**src/rtl/run_ctrl_pkg.sv**
```systemverilog
// Shared state encoding and default parameters for the run_ctrl sequencer.
// The state values are fixed localparams so existing logic-analyser decodes stay valid.
package run_ctrl_pkg;

    localparam int AW_DEF       = 8;
    localparam int DW_DEF       = 8;
    localparam int LD_BASE_DEF  = 0;
    localparam int N_LD_DEF     = 64;
    localparam int RES_BASE_DEF = 64;
    localparam int N_RES_DEF    = 32;
    localparam int TMO_CYC_DEF  = 4096;

    localparam logic [2:0] ST_IDLE   = 3'd0;
    localparam logic [2:0] ST_LOAD   = 3'd1;
    localparam logic [2:0] ST_REQ    = 3'd2;
    localparam logic [2:0] ST_WAIT   = 3'd3;
    localparam logic [2:0] ST_UNLOAD = 3'd4;
    localparam logic [2:0] ST_FIN    = 3'd5;

    typedef enum logic [2:0] {
        S_IDLE   = ST_IDLE,
        S_LOAD   = ST_LOAD,
        S_REQ    = ST_REQ,
        S_WAIT   = ST_WAIT,
        S_UNLOAD = ST_UNLOAD,
        S_FIN    = ST_FIN
    } state_e;

    // Bits needed to hold a count from 0 up to and including n.
    function automatic int cnt_width(input int n);
        return (n < 1) ? 1 : $clog2(n + 1);
    endfunction

endpackage

```
**src/rtl/run_tmo_cnt.sv**
```systemverilog
// Clearable timeout counter that saturates at LIMIT.
// hit is high during the LIMIT-th consecutive enabled cycle (and beyond, if ever held).
module run_tmo_cnt
    import run_ctrl_pkg::*;
#(
    parameter int LIMIT = TMO_CYC_DEF
) (
    input  logic clk,
    input  logic reset,
    input  logic clear,
    input  logic en,
    output logic hit
);

    localparam int CW = cnt_width(LIMIT);

    logic [CW-1:0] cnt;

    // NOTE: sequential state is always written with <= so every flop samples pre-edge values.
    always_ff @(posedge clk) begin
        if (!reset || clear) begin
            cnt <= '0;
        end else if (en && (cnt != CW'(LIMIT))) begin
            cnt <= cnt + CW'(1);
        end
    end

    assign hit = en && (cnt >= CW'(LIMIT - 1));

endmodule

```
**src/rtl/run_ctrl.sv**
```systemverilog
// Run sequencer: load words into data memory, request the core, wait for done, unload results.
// Define RUN_CTRL_TIMEOUT_EN to add the WAIT timeout counter and the err flag.
module run_ctrl
    import run_ctrl_pkg::*;
#(
    parameter int AW       = AW_DEF,
    parameter int DW       = DW_DEF,
    parameter int LD_BASE  = LD_BASE_DEF,
    parameter int N_LD     = N_LD_DEF,
    parameter int RES_BASE = RES_BASE_DEF,
    parameter int N_RES    = N_RES_DEF,
    parameter int TMO_CYC  = TMO_CYC_DEF
) (
    input  logic          clk,
    input  logic          reset,
    input  logic          start,
    input  logic          ld_valid,
    output logic          ld_ready,
    input  logic [DW-1:0] ld_data,
    output logic          res_valid,
    input  logic          res_ready,
    output logic [DW-1:0] res_data,
    output logic          core_rst,
    output logic          req,
    input  logic          done,
    output logic          mem_wr_en,
    output logic [AW-1:0] mem_addr,
    output logic [DW-1:0] mem_wdat,
    input  logic [DW-1:0] mem_rdat,
    output logic          busy,
    output logic          err
);

    // One extra bit so a run of 2^AW words can still be counted.
    localparam int CW = AW + 1;

    state_e        state;
    logic [CW-1:0] k;
    logic [CW-1:0] j;
    logic          timeout;
    logic          ld_xfer;
    logic          res_xfer;

    // NOTE: outputs are gated by reset so they show reset values during the reset cycle itself,
    // not only after the synchronous reset has been sampled.
    assign busy      = reset && (state != S_IDLE);
    assign core_rst  = !reset || (state == S_IDLE) || (state == S_LOAD);
    assign req       = reset && ((state == S_REQ) || (state == S_WAIT));
    assign ld_ready  = reset && (state == S_LOAD);
    assign res_valid = reset && (state == S_UNLOAD);

    assign ld_xfer   = ld_ready && ld_valid;
    assign res_xfer  = res_valid && res_ready;

    assign mem_wr_en = ld_xfer;
    assign mem_wdat  = ld_data;
    assign mem_addr  = (state == S_UNLOAD) ? AW'(RES_BASE) + j[AW-1:0]
                                           : AW'(LD_BASE) + k[AW-1:0];
    // Read data is combinational from mem_addr, and j only moves on a transfer.
    assign res_data  = mem_rdat;

    always_ff @(posedge clk) begin
        if (!reset) begin
            state <= S_IDLE;
            k     <= '0;
            j     <= '0;
        end else begin
            case (state)
                S_IDLE: begin
                    if (start) begin
                        state <= S_LOAD;
                        k     <= '0;
                    end
                end
                S_LOAD: begin
                    if (ld_xfer) begin
                        if (k == CW'(N_LD - 1)) begin
                            state <= S_REQ;
                            k     <= '0;
                        end else begin
                            k <= k + CW'(1);
                        end
                    end
                end
                S_REQ: begin
                    state <= S_WAIT;
                end
                S_WAIT: begin
                    // done takes priority over a timeout in the same cycle.
                    if (done) begin
                        state <= S_UNLOAD;
                        j     <= '0;
                    end else if (timeout) begin
                        state <= S_FIN;
                    end
                end
                S_UNLOAD: begin
                    if (res_xfer) begin
                        if (j == CW'(N_RES - 1)) begin
                            state <= S_FIN;
                            j     <= '0;
                        end else begin
                            j <= j + CW'(1);
                        end
                    end
                end
                S_FIN: begin
                    state <= S_IDLE;
                end
                default: begin
                    state <= S_IDLE;
                end
            endcase
        end
    end

`ifdef RUN_CTRL_TIMEOUT_EN
    logic err_q;

    run_tmo_cnt #(
        .LIMIT (TMO_CYC)
    ) u_tmo (
        .clk   (clk),
        .reset (reset),
        .clear (state != S_WAIT),
        .en    (state == S_WAIT),
        .hit   (timeout)
    );

    always_ff @(posedge clk) begin
        if (!reset) begin
            err_q <= 1'b0;
        end else if ((state == S_IDLE) && start) begin
            err_q <= 1'b0;
        end else if ((state == S_WAIT) && !done && timeout) begin
            err_q <= 1'b1;
        end
    end

    assign err = reset && err_q;
`else
    assign timeout = 1'b0;
    assign err     = 1'b0;
`endif

endmodule

```
**config.mk**
```make
export PLATFORM = sky130hd
export DESIGN_NAME = run_ctrl
export DESIGN_NICKNAME = d
export VERILOG_FILES = /design/src/rtl/run_ctrl_pkg.sv /design/src/rtl/run_tmo_cnt.sv /design/src/rtl/run_ctrl.sv
export SDC_FILE = /design/constraint.sdc
export NUM_CORES = 1
export LEC_CHECK = 0
export BUFFER_PORTS_ARGS = -buffer_cell sky130_fd_sc_hd__buf_2
export CORE_ASPECT_RATIO = 1.4
export CORE_MARGIN = 1
export CORE_UTILIZATION = 45
export CTS_CLUSTER_DIAMETER = 200
export CTS_CLUSTER_SIZE = 16
export DETAILED_ROUTE_END_ITERATION = 10
export PLACE_DENSITY_LB_ADDON = 0.2
export SYNTH_ARGS = -nofsm -noshare
export SYNTH_HDL_FRONTEND = slang
export SYNTH_SLANG_ARGS = --single-unit
export TNS_END_PERCENT = 50
```
**constraint.sdc**
```tcl
create_clock -name clk -period 1.6 [get_ports clk]
set_clock_uncertainty 0.05 [all_clocks]
set_input_delay 0.08 -clock clk [delete_from_list [all_inputs] [get_ports clk]]
set_output_delay 0.08 -clock clk [all_outputs]
set_load 0.005 [all_outputs]
```
Word level (Yosys, flattened, before mapping)
Cells that the tools add are included.
{ "op_classes": {"n_eq_ne": 12, "magnitude_cmp": 0, "n_mux": 16, "n_div": 0, "n_reduce_logical": 17, "n_shift": 0, "add_sub_neg": 3, "mul": 0, "bitwise": 0} }
{ "op_table": {"columns": ["op", "count"], "rows": [
  ["$mux 9", 6],
  ["$pmux 9 s2", 2],
  ["$add 9x1->9 const B", 2],
  ["$mux 3", 6],
  ["$pmux 3 s5", 1],
  ["$eq 9x5->1 const B", 1],
  ["$eq 9x6->1 const B", 1],
  ["$add 7x8->8 const A", 1],
  ["$mux 8", 1],
  ["$ne 2x2->1 const B", 4],
  ["$eq 3x2->1 const B", 2],
  ["$logic_and 1x1->1", 6],
  ["$reduce_and 3->1", 2],
  ["$reduce_and 6->1", 1],
  ["$ne 2x1->1 const B", 2],
  ["$reduce_bool 2->1", 2],
  ["$eq 3x1->1 const B", 1],
  ["$eq 3x3->1 const B", 1],
  ["$logic_not 3->1", 1],
  ["$logic_or 1x1->1", 3],
  ["$reduce_bool 3->1", 1],
  ["$logic_not 1->1", 1]
]} }
{ "word_totals": {"latchBits": 0, "rom_bits": 0, "n_memories": 0, "ram_bits": 0, "input_bits": 22, "regBits": 21, "elab_cells": 51, "output_inout_bits": 31} }

Depth between registers and ports, before layout
Gate-level depths: netlist of the first run.
{ "logic_depth": {"word_depth": 5, "depth_mapped": 6, "ltp_nobuf": 5} }

Least setup slack after synthesis of the first run
No wires, ideal clock.
{ "synth_timing": {"path_kind": "reg-to-reg", "from": "reg j[0]", "to": "reg j[8]", "path_buffers": 0, "slack_ns": -0.042, "stages_incl_launch_ff": 6, "t_required_ns": 1.483, "t_arrival_ns": 1.525, "setup_ns": 0.067, "synth_period_minus_slack_ns": 1.642, "path_cell_list": "dfxtp_1 -> ha_1 -> nand3b_1 -> o22a_2 -> or4_4 -> a21oi_2"} }
{ "synth_between": {"elab_chain_cells": 4, "elab_cells_between_ends": 5, "cone_classes": "1 x add/sub; 1 x eq/ne; 3 x mux"} }
{ "synth_rtl": {"columns": ["element", "line_no", "text"], "rows": [
  ["from (decl)", "run_ctrl.sv:39", "logic [CW-1:0] j;"],
  ["from (signal assigned)", "run_ctrl.sv:103", "j <= j + CW'(1);"],
  ["$add 9x1->9 or $eq 9x5->1 (tied branches)", "run_ctrl.sv:103, run_ctrl.sv:99", null],
  ["$mux 9 *", "run_ctrl.sv:99", "if (j == CW'(N_RES - 1)) begin"],
  ["$mux 9 *", "run_ctrl.sv:98", "if (res_xfer) begin"],
  ["$pmux 9 s2 *", "run_ctrl.sv:68", "case (state)"]
]} }
Mark *: on every way between the ends. The rest lies on a longest branch, timed or not. The select of a mux whose other input is x is not followed.
A chain may end at the register's enable or synchronous reset.

Final worst setup path of the first run
{ "layout_timing": {"from": "reg state[1]", "to": "out mem_addr[1]"} }
{ "layout_between": {"elab_chain_cells": 2} }
{ "layout_rtl": {"columns": ["element", "line_no", "text"], "rows": [
  ["from (decl)", "run_ctrl.sv:37", "state_e state;"],
  ["from (signal assigned)", "run_ctrl.sv:64", "state <= S_IDLE;"],
  ["from (signal assigned)", "run_ctrl.sv:71", "state <= S_LOAD;"],
  ["from (signal assigned)", "run_ctrl.sv:78", "state <= S_REQ;"],
  ["$eq 3x3->1", "run_ctrl.sv:57", "assign mem_addr = (state == S_UNLOAD) ? AW'(RES_BASE) + j[AW-1:0]"],
  ["$mux 8", "run_ctrl.sv:57", null],
  ["to (decl)", "run_ctrl.sv:27", "output logic [AW-1:0] mem_addr,"]
]} }
No other way between the ends.

==> reports/qor.yml, run 1 <==
drcViolationCount: 0
nFillCells: 298
start_kind: "register"
rsz0062_at_grt: "true"
cts_tree: "yes"
end_kind: "output port"
yosysSeqAreaShare: 0.283
hold_viol: 0
grt_max_degree: 13
core_area_um2: 3120
cp.required_ns: 1.47
grt-ovfl-total: 0
wl_per_cell_um: 15.2
slew_violations: 0
synth.avg_cell_area_um2: 8.12
netlist-cell-type-count: 49
rows: 24
final_nets: 237
yosys_warnings: 0
cellLeakagePower_nw: 0.729
drt_pass1_iterations: 4
cts-root-buf: "clkbuf_8"
dp_slack_ns: -0.0863
regToRegSetupSlack_ns: -0.04
clock_path_buffers: 2
fin_ws_ns: -0.132
cap_viol_max_count: 0
die_w_um: 50.6
syn-cell-area_um2: 1490
antenna_found_initial: 0
cts_sinks: 21
synth_nets: 209
initial_core_util: 0.476
wl_mm: 3.79
r2r_start: "state[1]"
die_y_um: 70.0
drtAntennaViolNets: 0
regToRegEndpoint: "k[8]"
drive_gt1_frac: 0.424
vias: 1409
final-setup-viol-count: 13
arrival_ns: 1.60
crit_path_max_fanout: 12
track_usage: 0.221
final_cell_mix: "buf_4 (26), buf_2 (19), nand2_1 (16), dfxtp_1 (15), nor2_1 (14)"
cts_buffers: 3
clk_latency_ns: 0.26
portBuffers: 19
outcome: "finished, violations left"
dp_hpwl_mm: 2.82
area_delta_synth_final_pct: 26.2
grt_pass1_vias: 1359
critPathLaunch: "state[1]"
initialDrtViolationCount: 50
rr_worst_depth: 5
htreeDepth: 1
hp-class: "in2reg"
violations: "setup timing"
mostFrequentLayoutCell: "buf_4"
synth_edf_count: 0
stdcell_count: 249
grt_pass1_wl_mm: 6.08
hold_ws_ns: 0.100
io_pins: 53
pwr_density_cell_nw_per_um2: 546
syn_inst: 183
ys.flop_type: "dfxtp_1"
post-route-period-util: 1.08
synthArstFlopShare: 0
die-area_um2: 3540
path_class: "reg2out"
place_congestion: 0.857
cp-endpoint: "mem_addr[1]"
timing.fmax_mhz: 577
ys_ff_latch: 21
path_clk_slew_ns: 0.08
max-vdd-ir-drop_mv: 0.471
diodes: 0
via_per_inst: 5.66
fin_crit_ns: 1.73
place_inst: 239
hold_buffers: 0
## layer usage
metal	track usage	routed length [um]
met5	0	0
met4	0.0802	51
met3	0.0240	102
met2	0.400	2080
met1	0.258	1550
## flip-flops by register name, indices dropped and copies added, names as in the netlist
| register | flops |
|---|---|
| k | 9 |
| state | 3 |
| j | 9 |
## through the flow
stage / power, mW / area, um2 / util / TNS, ns
2_1_floorplan: 0.638 / 1500 / - / -0.00173
3_3_place_gp: 0.652 / 1630 / 0.522 / -0.303
3_5_place_dp: 0.654 / 1630 / 0.522 / -0.488
4_1_cts: 1.01 / 1750 / 0.561 / -1.09
5_1_grt: 1.07 / 1870 / 0.600 / -1.86
6_report: 1.02 / 1870 / 0.600 / -1.03
## cells in the mapped netlist, types with 2 or more instances
library cell,n,area share
mux2i_1,2,0.013
o22ai_1,2,0.0084
buf_6,2,0.015
mux2_2,7,0.053
nor2_1,15,0.038
nor3_1,4,0.013
a21oi_1,12,0.040
dfxtp_1,21,0.28
nand4_1,3,0.013
nand3_1,7,0.024
buf_4,17,0.086
nand3b_1,2,0.010
o21ai_1,2,0.0067
or2_2,2,0.0084
or3_1,4,0.017
clkbuf_1,3,0.0076
buf_2,3,0.010
nand2_1,16,0.040
inv_1,7,0.018
a211oi_1,3,0.015
o21ai_0,7,0.024
and3_1,2,0.0084
ha_1,4,0.034
or3b_2,2,0.012
xnor2_1,5,0.029
a31oi_1,3,0.013
and4_1,2,0.012
nand4b_1,3,0.018
## cell families (layout without fill, tap and decap cells)
logic type,after synthesis,count (layout),synth area share
AO/OA/AOI/OAI,41,41,0.179
XOR/XNOR,5,5,0.0295
flip-flops,21,21,0.283
AND/OR/NAND/NOR,70,70,0.269
buffers and inverters,32,59,0.136
other,1,1,0.00252
adder cells (fa/ha/maj),4,4,0.0337
multiplexers,9,9,0.0666
## area by class of cell
| cell class | count | area (um2) | share of cell area |
|---|---|---|---|
| Multi-Input combinational cell | 130 | 981 | 0.523 |
| Sequential cell | 21 | 435 | 0.232 |
| Timing Repair Buffer | 48 | 337 | 0.180 |
| Tap cell | 39 | 48.8 | 0.0260 |
| Clock buffer | 3 | 41.3 | 0.0220 |
| Inverter | 7 | 26.3 | 0.0140 |
| Clock inverter | 1 | 5.00 | 0.00267 |
## repair_timing
action	4_1_cts	5_1_grt
resized for setup	12	22
setup buffers	3	3
pin swaps	4	10
endpoints found under the setup margin	24	28
## report_power, final
part	switching, mW	internal, mW	total [mW]
logic	0.0762	0.0691	0.145
clock network	0.174	0.173	0.347
registers	0.00557	0.524	0.530
total	0.256	0.767	1.02
## critical path, cell delays in order, from the launching register on
cell and delay (ns):
dfxtp_4 0.37, or3b_4 0.42, buf_8 0.16, mux2_2 0.27
buf_2 0.13
## worst min-delay path by stage
stage           startpoint     endpoint  slack, ns  cells after the start
3_3_place_gp   mem_rdat[2]  res_data[2]       0.11                      0
3_5_place_dp   mem_rdat[2]  res_data[2]       0.11                      0
5_1_grt              reset         j[1]       0.10                      3
6_report             reset         j[1]       0.10                      3
4_1_cts              reset         j[1]       0.09                      3
2_1_floorplan   ld_data[0]  mem_wdat[0]       0.19                      1
(Power assumes the default switching activity.)
==> inputs of run 2 (changes only) <==
- ABC_AREA: unset -> 1
- CORE_UTILIZATION: 45 -> 46
==> run 2 against run 1 <==
Net effect:
- the flow now finishes without violations
- via count rose by 9.4%
- die area rose by 5.3%
- cell count is 25% higher
- synthesized cell count increased by 39%
- global-route usage shrank 0.80 points
- flip-flop and latch count unchanged
- critical path type is now reg2reg
- critical endpoint is now j[8]
- highest routed layer unchanged
==> reports/qor.yml, run 2 <==
syn-cell-area_um2: 1600  # +7.8%
nFillCells: 357  # +20%
post-route-period-util: 0.935  # -0.148
antenna_found_initial: 0  # unchanged
io_pins: 53  # unchanged
yosysMostFrequentCell: "nand2_1"
core_area_um2: 3350  # +7.2%
vias: 1541  # +9.4%
finalInstanceArea_um2: 1820  # -3.0%
path_class: "reg2reg"
grt-ovfl-total: 0  # unchanged
r2r_start: "state[1]"
ys_ff_latch: 21  # unchanged
drt_pass1_iterations: 4  # unchanged
cts_tree: "yes"
synth_edf_count: 0  # unchanged
htreeDepth: 1  # unchanged
ys.flop_type: "dfxtp_1"
drtAntennaViolNets: 0  # unchanged
timing.fmax_mhz: 668  # +16%
place_congestion: 0.813  # -5.1%
crit_path_max_fanout: 7  # -5
netlist-cell-type-count: 27  # -45%
synthArstFlopShare: 0  # unchanged
mostFrequentLayoutCell: "nand2_1"
pwr_density_cell_nw_per_um2: 1300  # +140%
cts_buffers: 3  # unchanged
synthTopCellsByCount: "nand2_1 (65), nor2_1 (39), inv_1 (29)"
via_per_inst: 4.94  # -13%
reg_top3: "j (9), k (9), state (3)"
wl_per_cell_um: 11.9  # -22%
synth_top_area_cell: "dfxtp_1"
hp-class: "in2reg"
end_kind: "register"
die_w_um: 51.9  # +2.6%
clock_path_buffers: 2  # unchanged
synth.avg_cell_area_um2: 6.31  # -22%
area_delta_synth_final_pct: 13.5
cellLeakagePower_nw: 0.833  # +14%
grt_max_degree: 13  # unchanged
cts-root-buf: "clkbuf_8"
wl_mm: 3.70  # -2.5%
rows: 25  # +4.2%
synth_nets: 280  # +34%
clk_latency_ns: 0.27  # about the same
grt_pass1_vias: 1417  # +4.3%
cts_sinks: 21  # unchanged
yosysSeqAreaShare: 0.263  # -0.0206
portBuffers: 19  # unchanged
drive_gt1_frac: 0.268  # -0.155
critPathLaunch: "state[1]"
cap_viol_max_count: 0  # unchanged
slew_violations: 0  # unchanged
outcome: "finished clean"
drcViolationCount: 0  # unchanged
place_area_um2: 1690  # +3.7%
fin_setup_tns_ns: 0  # +1.03 ns
initialDrtViolationCount: 34  # -32%
diodes: 0  # unchanged
die_y_um: 71.8  # +2.6%
min_from: "reset"
final-setup-viol-count: 0  # -13
arrival_ns: 1.62  # +0.02 ns
synth_top_cell_area_share: 0.263  # -0.0206
final_cell_mix: "nand2_1 (59), nor2_1 (35), inv_1 (28), nand3_1 (21), buf_2 (19)"
grt_pass1_wl_mm: 6.09  # +0.23%
hold_viol: 0  # unchanged
yosys-top-cells-area: "dfxtp_1 (26%), nand2_1 (15%), nor2_1 (9.1%)"
final_nets: 299  # +26%
start_kind: "register"
max-vdd-ir-drop_mv: 1.21  # +160%
die-area_um2: 3730  # +5.3%
cp.required_ns: 1.72  # +0.25 ns
dp_hpwl_mm: 2.76  # -2.4%
initial_core_util: 0.479  # +0.00294
fin_crit_ns: 1.50  # -0.236 ns
hold_buffers: 0  # unchanged
path_clk_slew_ns: 0.09  # about the same
track_usage: 0.213  # -0.00796
syn_inst: 254  # +39%
yosys_warnings: 0  # unchanged
run 2: area by class of cell:
| cell class | count | area [um2] | area share |
|---|---|---|---|
| Clock inverter | 1 | 5.00 | 0.00275 |
| Multi-Input combinational cell | 181 | 950 | 0.522 |
| Sequential cell | 21 | 432 | 0.237 |
| Inverter | 32 | 120 | 0.0661 |
| Tap cell | 40 | 50.0 | 0.0275 |
| Clock buffer | 3 | 41.3 | 0.0227 |
| Timing Repair Buffer | 34 | 220 | 0.121 |
run 2: path summary, 6_finish.rpt:
| path | endpoint | slack (ns) | cells after the start |
|---|---|---|---|
| min | state[1] | 0.05 | 3 |
| min reg2reg | k[7] | 0.44 | 2 |
| max | j[8] | 0.10 | 9 |
| max reg2reg | j[8] | 0.10 | 9 |
run 2: cell families after synthesis:
logic type / Yosys count / share of synthesized area
AOI/OAI and AO/OA: 23 / 0.0820
xor gates and xnor gates: 5 / 0.0273
adders and majority gates: 4 / 0.0313
buffers and inverters: 53 / 0.178
DFF: 21 / 0.262
other: 1 / 0.00234
and+or+nand+nor: 147 / 0.416
run 2: where the power goes:
part | switching (mW) | internal (mW)
Sequential | 0.0742 | 0.596
Combinational | 0.808 | 0.502
Clock | 0.201 | 0.174
run 2: critical path: stages (launching register included):
cell     delay [ns]
dfxtp_4        0.40
nor2_4         0.05
buf_4          0.15
nand3_1        0.11
nand2_2        0.10
nor2_4         0.18
buf_12         0.14
nand2_2        0.05
xor2_1         0.13
nor2_1         0.05
run 2: repair_timing:
action / in CTS / in global routing
resized for setup: 2 / 21
buffers inserted: 1 / 1
hold endpoints to repair: 0 / 0
cloned: 0 / 1
pin swaps: 1 / 6
endpoints found under the setup margin: 7 / 24
run 2: routing by layer:
| metal | track usage | share of wire | vias up |
|---|---|---|---|
| li1 | - | - | 807 |
| met1 | 0.252 | 0.43 | 693 |
| met2 | 0.365 | 0.52 | 33 |
| met3 | 0.0276 | 0.036 | 8 |
| met4 | 0.105 | 0.015 | 0 |
| met5 | 0 | 0 | - |
run 2: per-stage QoR:
step / setup WS (ns) / instances / util / power (mW) / hold slack, ns
global route: -0.0141 / 312 / 0.543 / 2.54 / 0.0876
floorplan: 0.135 / 254 / - / 1.50 / 0.191
global placement: -0.0256 / 305 / 0.505 / 1.81 / 0.110
CTS: -0.00667 / 310 / 0.523 / 2.21 / 0.0580
detailed placement: -0.0124 / 305 / 0.505 / 1.81 / 0.110
finish: 0.104 / 312 / 0.543 / 2.36 / 0.0508
==> inputs of run 3 (changes only) <==
- CORE_UTILIZATION: 46 -> 47
- CTS_BUF_LIST: unset -> sky130_fd_sc_hd__clkbuf_2 sky130_fd_sc_hd__clkbuf_4 sky130_fd_sc_hd__clkbuf_8
==> run 3 against run 2 <==
Net effect:
- hold slack better by 0.059 ns
- die area is 2.1% lower
- utilization is 2.6 points higher
- non-clock buffer count is 3 higher
- register-to-register slack better by 0.02 ns
- critical endpoint is now mem_addr[3]
==> reports/qor.yml, run 3 (synthesis results as in run 2) <==
drcViolationCount: 0  # unchanged
core_area_um2: 3180  # -4.9%
nFillCells: 360  # +0.84%
die-area_um2: 3650  # -2.1%
outcome: "finished clean"
clock_path_buffers: 2  # unchanged
io_pins: 53  # unchanged
wl_mm: 3.68  # -0.65%
final_cell_mix: "nand2_1 (61), nor2_1 (39), inv_1 (29), nand3_1 (21), buf_2 (19)"
end_kind: "output port"
initial_core_util: 0.503  # +0.0246
final_nets: 301  # +0.67%
post-route-period-util: 0.938  # +0.00258
path_class: "reg2out"
hold_buffers: 0  # unchanged
place_congestion: 0.905  # +11%
track_usage: 0.229  # +0.0161
stdcell_count: 313  # +0.32%
slew_violations: 0  # unchanged
wl_per_cell_um: 11.7  # -0.97%
fin_crit_ns: 1.50  # +0.00413 ns
cts_sinks: 21  # unchanged
grt_pass1_vias: 1480  # +4.4%
grt_busiest_layer: "met2"
cap_viol_max_count: 0  # unchanged
grt_use_met3: 0.0323  # +0.00466
clk_latency_ns: 0.27  # about the same
cts_tree: "yes"
initialDrtViolationCount: 34  # unchanged
htreeDepth: 1  # unchanged
pwr_density_cell_nw_per_um2: 1290  # -0.55%
met1_usage: 0.249  # -0.00325
use_met2: 0.415  # +0.0505
path_clk_slew_ns: 0.08  # about the same
hp-class: "in2out"
via_per_inst: 4.96  # +0.33%
grt-ovfl-total: 0  # unchanged
area_delta_synth_final_pct: 13.0
arrival_ns: 1.37  # -0.25 ns
start_kind: "register"
die_y_um: 71.1  # -1.0%
place_inst: 305  # unchanged
reg_top3: "j (9), k (9), state (3)"
antenna_found_initial: 0  # unchanged
drt_pass1_iterations: 4  # unchanged
cts-root-buf: "clkbuf_8"
dp_hpwl_mm: 2.86  # +3.6%
power_mw: 2.33  # -0.96%
portBuffers: 19  # unchanged
cp.required_ns: 1.47  # -0.25 ns
vias: 1551  # +0.65%
cts_buffers: 3  # unchanged
max-vdd-ir-drop_mv: 0.836  # -31%
crit_path_max_fanout: 12  # +5
final-setup-viol-count: 0  # unchanged
drive_gt1_frac: 0.252  # -0.0166
rows: 24  # -4.0%
timing.fmax_mhz: 667  # -0.28%
drtAntennaViolNets: 0  # unchanged
cellLeakagePower_nw: 0.844  # +1.3%
diodes: 0  # unchanged
hold_viol: 0  # unchanged
grt_pass1_wl_mm: 6.33  # +3.9%
die_w_um: 51.3  # -1.0%
grt_max_degree: 13  # unchanged
mostFrequentLayoutCell: "nand2_1"
-- run 3: layout make-up --
type | instances | area [um2] | share of cell area
Multi-Input combinational cell | 180 | 918 | 0.507
Sequential cell | 21 | 434 | 0.240
Timing Repair Buffer | 37 | 243 | 0.134
Inverter | 32 | 120 | 0.0663
Tap cell | 39 | 48.8 | 0.0270
Clock buffer | 3 | 41.3 | 0.0228
Clock inverter | 1 | 5.00 | 0.00276
-- run 3: metrics by stage --
| step | hold slack [ns] | util | cell area, um2 | setup TNS (ns) | worst slack [ns] |
|---|---|---|---|---|---|
| after floorplan | 0.191 | - | 1600 | 0 | 0.135 |
| after global placement | 0.110 | 0.533 | 1700 | -0.0808 | -0.0368 |
| after detailed placement | 0.110 | 0.533 | 1700 | -0.173 | -0.0678 |
| after CTS | 0.110 | 0.556 | 1770 | 0 | 0.0358 |
| after global routing | 0.110 | 0.569 | 1810 | -0.000115 | -0.000115 |
| final | 0.110 | 0.569 | 1810 | 0 | 0.0998 |
-- run 3: what timing repair did --
action	CTS	global route
resized for setup	2	14
gates cloned	0	0
setup buffers	3	1
setup endpoints to repair	6	24
endpoints found under the hold margin	0	0
pin swaps	2	3
-- run 3: path summary, 6_finish.rpt --
check                           startpoint          end  slack, ns  depth (start not counted)
worst min-delay path            ld_data[6]  mem_wdat[6]       0.11                          0
worst max register to register    state[1]         j[5]       0.12                         10
worst max-delay path              state[2]  mem_addr[3]        0.1                          6
worst min register to register        j[1]         j[1]       0.44                          2
-- run 3: power by group --
group | internal (mW) | switching, mW
clock | 0.174 | 0.195
sequential | 0.598 | 0.0727
combinational | 0.529 | 0.765
-- run 3: worst max-delay path: stages, from the launching register on --
cell and delay, ns:
dfxtp_4 0.38, buf_4 0.14, nand2_1 0.11, buf_4 0.19, nand2_1 0.06, o21ai_0 0.08
buf_2 0.14
-- run 3: layer usage --
layer	wire length (um)	up-vias
met5	0	-
met4	101	0
met3	118	6
met2	1880	29
met1	1580	707
li1	-	809
